[src/rtl/handshake_const_check_pkg.sv]
// Shared handshake constants: the constant-token literal used by both
// the producing source and this consuming checker.
package handshake_const_check_pkg;

  localparam logic [5:0] HS_CONST_TOKEN = 6'b010111;
  localparam int unsigned HS_DATA_W = 32;
  localparam int unsigned HS_CNT_W = 16;

endpackage

[src/rtl/handshake_const_check_reg_slice.sv]
// One-slot forward register slice with a 1-bit payload; accepts a new
// token in the same cycle the held one drains (full throughput).
module handshake_reg_slice (
  input  logic clk,
  input  logic rst,
  input  logic in_data,
  input  logic in_valid,
  output logic in_ready,
  output logic out_data,
  output logic out_valid,
  input  logic out_ready
);

  logic valid_q, valid_d;
  logic data_q, data_d;
  logic in_fire;

  assign in_ready = !valid_q || out_ready;
  assign in_fire = in_valid && in_ready;

  always_comb begin
    valid_d = valid_q;
    data_d = data_q;
    if (in_fire) begin
      valid_d = 1'b1;
      data_d = in_data;
    end else if (out_ready) begin
      valid_d = 1'b0;
    end
  end

  always_ff @(posedge clk or posedge rst) begin
    if (rst) begin
      valid_q <= 1'b0;
      data_q <= 1'b0;
    end else begin
      valid_q <= valid_d;
      data_q <= data_d;
    end
  end

  assign out_valid = valid_q;
  assign out_data = data_q;

endmodule

[src/rtl/handshake_const_check.sv]
// Compares incoming tokens against a constant, emits a registered match
// flag, and keeps saturating match/mismatch statistics.
module handshake_const_check
  import handshake_const_check_pkg::*;
#(
  parameter int unsigned DATA_WIDTH = HS_DATA_W,
  parameter logic [DATA_WIDTH-1:0] CONST_VALUE =
    DATA_WIDTH'(HS_CONST_TOKEN),
  parameter int unsigned CNT_WIDTH = HS_CNT_W
) (
  input  logic                  clk,
  input  logic                  rst,
  input  logic [DATA_WIDTH-1:0] ins,
  input  logic                  ins_valid,
  output logic                  ins_ready,
  output logic                  ctrl_valid,
  input  logic                  ctrl_ready,
  output logic                  match,
  input  logic                  clr,
  output logic [CNT_WIDTH-1:0]  match_count,
  output logic [CNT_WIDTH-1:0]  mismatch_count
);

  logic hit;
  logic out_fire;
  logic [CNT_WIDTH-1:0] match_count_q, match_count_d;
  logic [CNT_WIDTH-1:0] mismatch_count_q, mismatch_count_d;

  assign hit = (ins == CONST_VALUE);

  handshake_reg_slice u_slice (
    .clk      (clk),
    .rst      (rst),
    .in_data  (hit),
    .in_valid (ins_valid),
    .in_ready (ins_ready),
    .out_data (match),
    .out_valid(ctrl_valid),
    .out_ready(ctrl_ready)
  );

  assign out_fire = ctrl_valid && ctrl_ready;

  // Counters saturate at all-ones; clr wins over a same-cycle increment.
  always_comb begin
    match_count_d = match_count_q;
    mismatch_count_d = mismatch_count_q;
    if (clr) begin
      match_count_d = '0;
      mismatch_count_d = '0;
    end else if (out_fire) begin
      if (match && (match_count_q != '1))
        match_count_d = match_count_q + CNT_WIDTH'(1);
      if (!match && (mismatch_count_q != '1))
        mismatch_count_d = mismatch_count_q + CNT_WIDTH'(1);
    end
  end

  always_ff @(posedge clk or posedge rst) begin
    if (rst) begin
      match_count_q <= '0;
      mismatch_count_q <= '0;
    end else begin
      match_count_q <= match_count_d;
      mismatch_count_q <= mismatch_count_d;
    end
  end

  assign match_count = match_count_q;
  assign mismatch_count = mismatch_count_q;

endmodule
[config.mk]
export PLATFORM = sky130hd
export DESIGN_NAME = handshake_const_check
export DESIGN_NICKNAME = d
export VERILOG_FILES = /design/src/rtl/handshake_const_check_pkg.sv /design/src/rtl/handshake_const_check_reg_slice.sv /design/src/rtl/handshake_const_check.sv
export SDC_FILE = /design/constraint.sdc
export NUM_CORES = 1
export LEC_CHECK = 0
export BUFFER_PORTS_ARGS = -buffer_cell sky130_fd_sc_hd__buf_2
export CAP_MARGIN = 10
export CORE_MARGIN = 4
export CORE_UTILIZATION = 40
export CTS_CLUSTER_SIZE = 20
export DETAILED_ROUTE_END_ITERATION = 10
export HOLD_SLACK_MARGIN = 0.06
export PLACE_DENSITY_LB_ADDON = 0.2
export SLEW_MARGIN = 20
export SYNTH_ARGS = -nofsm -noshare
export SYNTH_HDL_FRONTEND = slang
export SYNTH_SLANG_ARGS = --single-unit
export TNS_END_PERCENT = 5
[constraint.sdc]
create_clock -name clk -period 1.7 [get_ports clk]
set_input_delay 0.085 -clock clk [delete_from_list [all_inputs] [get_ports clk]]
set_output_delay 0.085 -clock clk [all_outputs]
set_load 0.01 [all_outputs]
# Word level (Yosys, flattened, before mapping)
# Cells that the tools add are included.
# Widths: inputs -> output; s select.
dict set report totals {
  ff_bits 34
  out_inout_bits 35
  wordCells 30
  mem_bits_ro 0
  latchBits 0
  mem_count 0
  ramBits 0
}
dict set report op_classes {
  n_bitwise 0
  n_mul 0
  n_shift 0
  div_mod_pow 0
  eq_ne 3
  n_mux 8
  n_lt_le_gt_ge 0
  add_sub_neg 2
  n_reduce_logical 13
}
# op count
set ops {}
lappend ops {{$mux 16} 6}
lappend ops {{$add 16x1->16 const B} 2}
lappend ops {{$eq 32x5->1 const B} 1}
lappend ops {{$ne 16x16->1 const B} 2}
lappend ops {{$reduce_bool 2->1} 4}
lappend ops {{$logic_and 1x1->1} 4}
lappend ops {{$reduce_and 2->1} 2}
lappend ops {{$logic_not 1->1} 2}
lappend ops {{$mux 1} 2}
lappend ops {{$logic_or 1x1->1} 1}

# Longest topological paths before layout
dict set report depth {
  word_depth 5
  mapped_depth 6
  depth_no_buf 5
}

# By module
# A second synthesis with hierarchy kept.
dict set report hier_totals {
  hier_cells 219
  hier_area_um2 1996.9
}
# mod instances area_each_um2 cells_each
set by_module_without_submodules {}
lappend by_module_without_submodules {handshake_const_check 1 1900.6 212}
lappend by_module_without_submodules {handshake_reg_slice 1 96.3 7}

# Least setup slack after synthesis
# Ideal clock, no wire load.
dict set report synth_timing {
  path_type {register to register}
  start {register mismatch_count_q[2] (netlist: mismatch_count[2])}
  end {register mismatch_count_q[15] (netlist: mismatch_count[15])}
  setup_ns 0.078
  period_less_slack_ns 1.893
  arrival_time_ns 1.815
  setup_slack_ns -0.193
  stages_incl_launch_ff 6
  path_buffers 1
  cell_sequence {dfrtp_1 -> nand4_4 -> or4_1 -> buf_2 -> or4_1 -> a21oi_1}
}
dict set report synth_between {
  elab_chain_len 4
}
# element line
set synth_rtl {}
lappend synth_rtl {{start, declared} handshake_const_check.sv:27} ;# logic [CNT_WIDTH-1:0] mismatch_count_q, mismatch_count_d;
lappend synth_rtl {{start signal, assigned} handshake_const_check.sv:65} ;# mismatch_count_q <= mismatch_count_d;
lappend synth_rtl {{$add 16x1->16 / $ne 16x16->1 (equally long branches)} {handshake_const_check.sv:55, handshake_const_check.sv:54}}
lappend synth_rtl {{$mux 16 / $logic_and 1x1->1 (equally long branches)} handshake_const_check.sv:54} ;# if (!match && (mismatch_count_q != '1))
lappend synth_rtl {{$mux 16 / $reduce_bool 2->1 (equally long branches)} -}
lappend synth_rtl {{$mux 16 / $reduce_and 2->1 (equally long branches)} -}
# Parallel ways exist; a longest one is shown, timed or not. The select of a mux whose other input is x is not followed.
# A chain may end at the register's enable or synchronous reset.

# Worst setup path after layout
# Same ends and word-level chain as after synthesis.

==> flow_summary.ini <==
[timing]
report.final.slew_viol_count = 0
setup_slack_ns = -0.0510
timing.fmax_mhz = 571
period_needed_ns = 1.75
fin_worst_skew_ns = 0.00315
totalNegativeSetupSlack_ns = -0.115
finalSetupViolCount = 4
worst_pin_slew_ns = 0.426
max-slew-margin-rel_pct = 71.6
min_period_over_period_pct = 103
rsz0062_at_grt = yes
finalHoldViolCount = 0

[route]
antenna_violating_nets_post_route = 0
detail_route.wl_per_cell_um = 13.7
avgViaCountPerCell = 5.66
drt_pre_antenna_iters = 4
overall_via_count_from_detail_route = 2197
route.detailed.drc = 0
postRouteWirelength_um = 5320
dr.first_iter.drc_count = 106

[clock_network]
cts-root-buf = sky130_fd_sc_hd__clkbuf_8
tritoncts.num_buffers = 5
clock_sink_count = 34
clk_pin_slew_worst_paths_ns = 0.07
cts-root-to-sink-buffers = 2
cts_tree = built
clock_latency_ns = 0.28
h-tree-depth = 2

[critical_path]
path_common_cell = sky130_fd_sc_hd__or4_4
critical_path_cell_by_cell = nand4_4 > or4_4 > or4_4 > a21oi_2
crit-reg2reg-launch = mismatch_count[2]$_DFFE_PP0P_
setup.worst_path.end = mismatch_count[15]$_DFFE_PP0P_
max_stage_delay_ns = 0.60
crit_required_ns = 1.91
r2r_end = mismatch_count[15]$_DFFE_PP0P_
cp.arrival_ns = 1.96
timing.critical_path.buf_inv = 0
worst_setup_path_end_kind = flop
cp_max_fo = 7
worstSetupStartpoint = mismatch_count[2]$_DFFE_PP0P_
worst_path_max_delay_cell = sky130_fd_sc_hd__or4_4
cpLargestDelayFamily = simple AND/OR/NAND/NOR gates
path_depth = 4
crit_path_start_kind = flop
criticalPathCategory = flop to flop
r2r_cells = 4
ff2ff_setup_slack_ns = -0.05

[power_and_ir_drop]
seqPwrFrac_pct = 49.5
share_comb_of_total_power_pct = 8.3
sw_frac_of_total_pct = 21.9
powerDensity_mw_per_mm2 = 571
power_report.internal_total_mw = 1.29
share_of_power_burned_in_the_clock_network_pct = 42.1
p_switching_mw = 0.362
power.static_leakage_nw = 1.39
vdd_ir_drop_max_uv = 476

[yosys]
synth_enable_flop_cells = 0
synth-compound-area-share_pct = 16.3
synthFlopType = sky130_fd_sc_hd__dfrtp_1
synth_common_cells = 34 x sky130_fd_sc_hd__dfrtp_1, 28 x sky130_fd_sc_hd__a21oi_1, 16 x sky130_fd_sc_hd__o21ai_0
synth.area.top_cells = sky130_fd_sc_hd__dfrtp_1 44%, sky130_fd_sc_hd__a21oi_1 7.3%, sky130_fd_sc_hd__or3_1 4.2%
synth_top_family_by_area = simple AND/OR/NAND/NOR gates
synth.yosys.seq_area_share_pct = 44.3
yosys.area.top_type_share_pct = 44.3
yosys.area_share.xor_xnor_pct = 0.911
post_synth_inst_count = 210
synthesis.yosys.warnings = 0
post_synth.cell_area_avg_um2 = 9.15
post-synth-top-count-cell = sky130_fd_sc_hd__dfrtp_1
yosys_register_bits = 34
synth.net_count = 249
synth-adder-area-share_pct = 1.30
synthDominantAreaCellType = sky130_fd_sc_hd__dfrtp_1
post_synth_instance_area_mm2 = 0.00192
synthSimpleGateAreaFrac_pct = 31.8
netlist-cell-type-count = 33
synth-async-reset-ratio_pct = 100
yosys-mux-area-fraction_pct = 3.32

[floorplanning]
boundaryPins = 72
core_box_area_mm2 = 0.00450
die-area_mm2 = 0.00598
core.rowCount = 24
fp.dieW_um = 77.3
chipHeight_um = 77.3
initial_core_util_pct = 42.7

[global_routing]
grt_max_degree = 35
track_usage_pct = 17.8
gr-total-overflow = 0
grt_first_pass_wirelength_um = 8760
grt_pass1_vias = 1956
initial_antenna_violation_count = 0

[outcome]
outcome = finished, violations left
violations = setup timing

[layout]
area_delta_synth_final_pct = 50.7
final_layout_size_suffix_gt1_share_pct = 46.7
num-nets-final = 374
insertedDiodeCount = 0

[placement]
dp_hpwl_um = 4060
finalWeightedCongestion = 0.807
place_worst_setup_slack_ns = -0.108
place.port_buffers = 71

[worst_hold_path]
hp-class = input pin to flop
hold_path.startpoint = ins[14]

[run]
max_cap_violations = 0
-- layout by cell type (no fill, tap or decap), types with 2 or more instances in the layout --
cell type,netlist,routed
sky130_fd_sc_hd__nand4_1,12,12
sky130_fd_sc_hd__dfrtp_2,0,5
sky130_fd_sc_hd__ha_2,0,2
sky130_fd_sc_hd__nand2b_1,4,4
sky130_fd_sc_hd__inv_1,3,3
sky130_fd_sc_hd__or4_1,9,5
sky130_fd_sc_hd__clkbuf_8,0,8
sky130_fd_sc_hd__nor4_1,10,9
sky130_fd_sc_hd__o31ai_2,0,2
sky130_fd_sc_hd__nor2_1,10,10
sky130_fd_sc_hd__o31ai_1,8,6
sky130_fd_sc_hd__nand3_1,11,11
sky130_fd_sc_hd__nand3b_1,2,2
sky130_fd_sc_hd__nor3_1,3,3
sky130_fd_sc_hd__dfrtp_1,34,29
sky130_fd_sc_hd__dlygate4sd3_1,0,2
sky130_fd_sc_hd__and3_1,5,3
sky130_fd_sc_hd__a21oi_2,0,2
sky130_fd_sc_hd__or3_1,13,13
sky130_fd_sc_hd__a21oi_1,28,26
sky130_fd_sc_hd__mux2_2,3,3
sky130_fd_sc_hd__nand2_1,10,9
sky130_fd_sc_hd__and3_2,0,2
sky130_fd_sc_hd__buf_4,0,52
sky130_fd_sc_hd__buf_2,2,71
sky130_fd_sc_hd__or4_4,0,4
sky130_fd_sc_hd__o21ai_0,16,15
sky130_fd_sc_hd__and4_1,3,3
sky130_fd_sc_hd__xor2_1,2,2
sky130_fd_sc_hd__nor2b_1,3,3
sky130_fd_sc_hd__mux2i_1,3,3
-- per-stage QoR --
step / hold WS [ns] / area [um2] / power [mW] / util [%] / cells
after floorplan: 0.193 / 1940 / 0.888 / - / 210
after global placement: 0.200 / 2680 / 0.964 / 59.4 / 373
after detailed placement: 0.203 / 2680 / 0.967 / 59.4 / 373
after CTS: 0.0867 / 2840 / 1.68 / 63.0 / 386
after global routing: 0.103 / 2900 / 1.73 / 64.3 / 388
final: 0.0843 / 2900 / 1.65 / 64.3 / 388
-- kinds of logic after synthesis --
family / after synthesis
compound gates: 55
xor+xnor: 2
fa+ha+maj: 2
buf+inv: 10
flops: 34
mux: 6
simple gates: 101
-- worst min path at each step --
stage | endpoint | depth (start not counted) | slack, ns
2_1_floorplan | u_slice.out_valid$_DFFE_PP0P_ | 1 | 0.19
3_3_place_gp | match_count[12]$_DFFE_PP0P_ | 3 | 0.20
3_5_place_dp | match_count[12]$_DFFE_PP0P_ | 3 | 0.20
4_1_cts | u_slice.out_data$_DFFE_PP0P_ | 4 | 0.09
5_1_grt | u_slice.out_data$_DFFE_PP0P_ | 4 | 0.10
6_report | u_slice.out_data$_DFFE_PP0P_ | 4 | 0.08
-- flip-flops by register name, indices dropped and copies added (netlist names) --
name               flops
match_count           16
mismatch_count        16
u_slice.out_data       1
u_slice.out_valid      1
-- layout make-up --
cell class,count,area [um2]
multi-input cells,166,1090
clock buffers,8,110
well taps,52,65.1
repair buffers,125,766
flip-flops and latches,34,857
inverters,3,11.3
fillers,391,1610
-- power groups by stage --
stage	Clock [mW]	Sequential (mW)	Combinational, mW
floorplan	0	0.840	0.0480
global placement	0	0.834	0.130
detailed placement	0	0.834	0.133
CTS	0.719	0.819	0.140
global route	0.762	0.819	0.154
finish	0.697	0.819	0.138
-- worst min-delay path: cells and delay by family --
kind	cells	cell delay, ns
and+or+nand+nor	2	0.11
AOI/OAI and AO/OA	1	0.06
buffers and inverters	1	0.07
-- timing repair --
| action | 4_1_cts | 5_1_grt |
|---|---|---|
| endpoints found under the setup margin | 7 | 20 |
| gates resized for setup | 3 | 13 |
| hold buffers | 2 | 0 |
| pin swaps | 4 | 5 |
| endpoints found under the hold margin | 35 | 0 |
| setup buffers | 3 | 2 |
-- per-layer routing --
layer,vias to the layer above,track usage [%],part of all wire (%)
li1,1069,-,-
met1,1050,23.6,47
met2,70,28.6,46
met3,8,3.28,5.5
met4,0,7.12,1.7
met5,-,0,0
(Power assumes the default switching activity.)
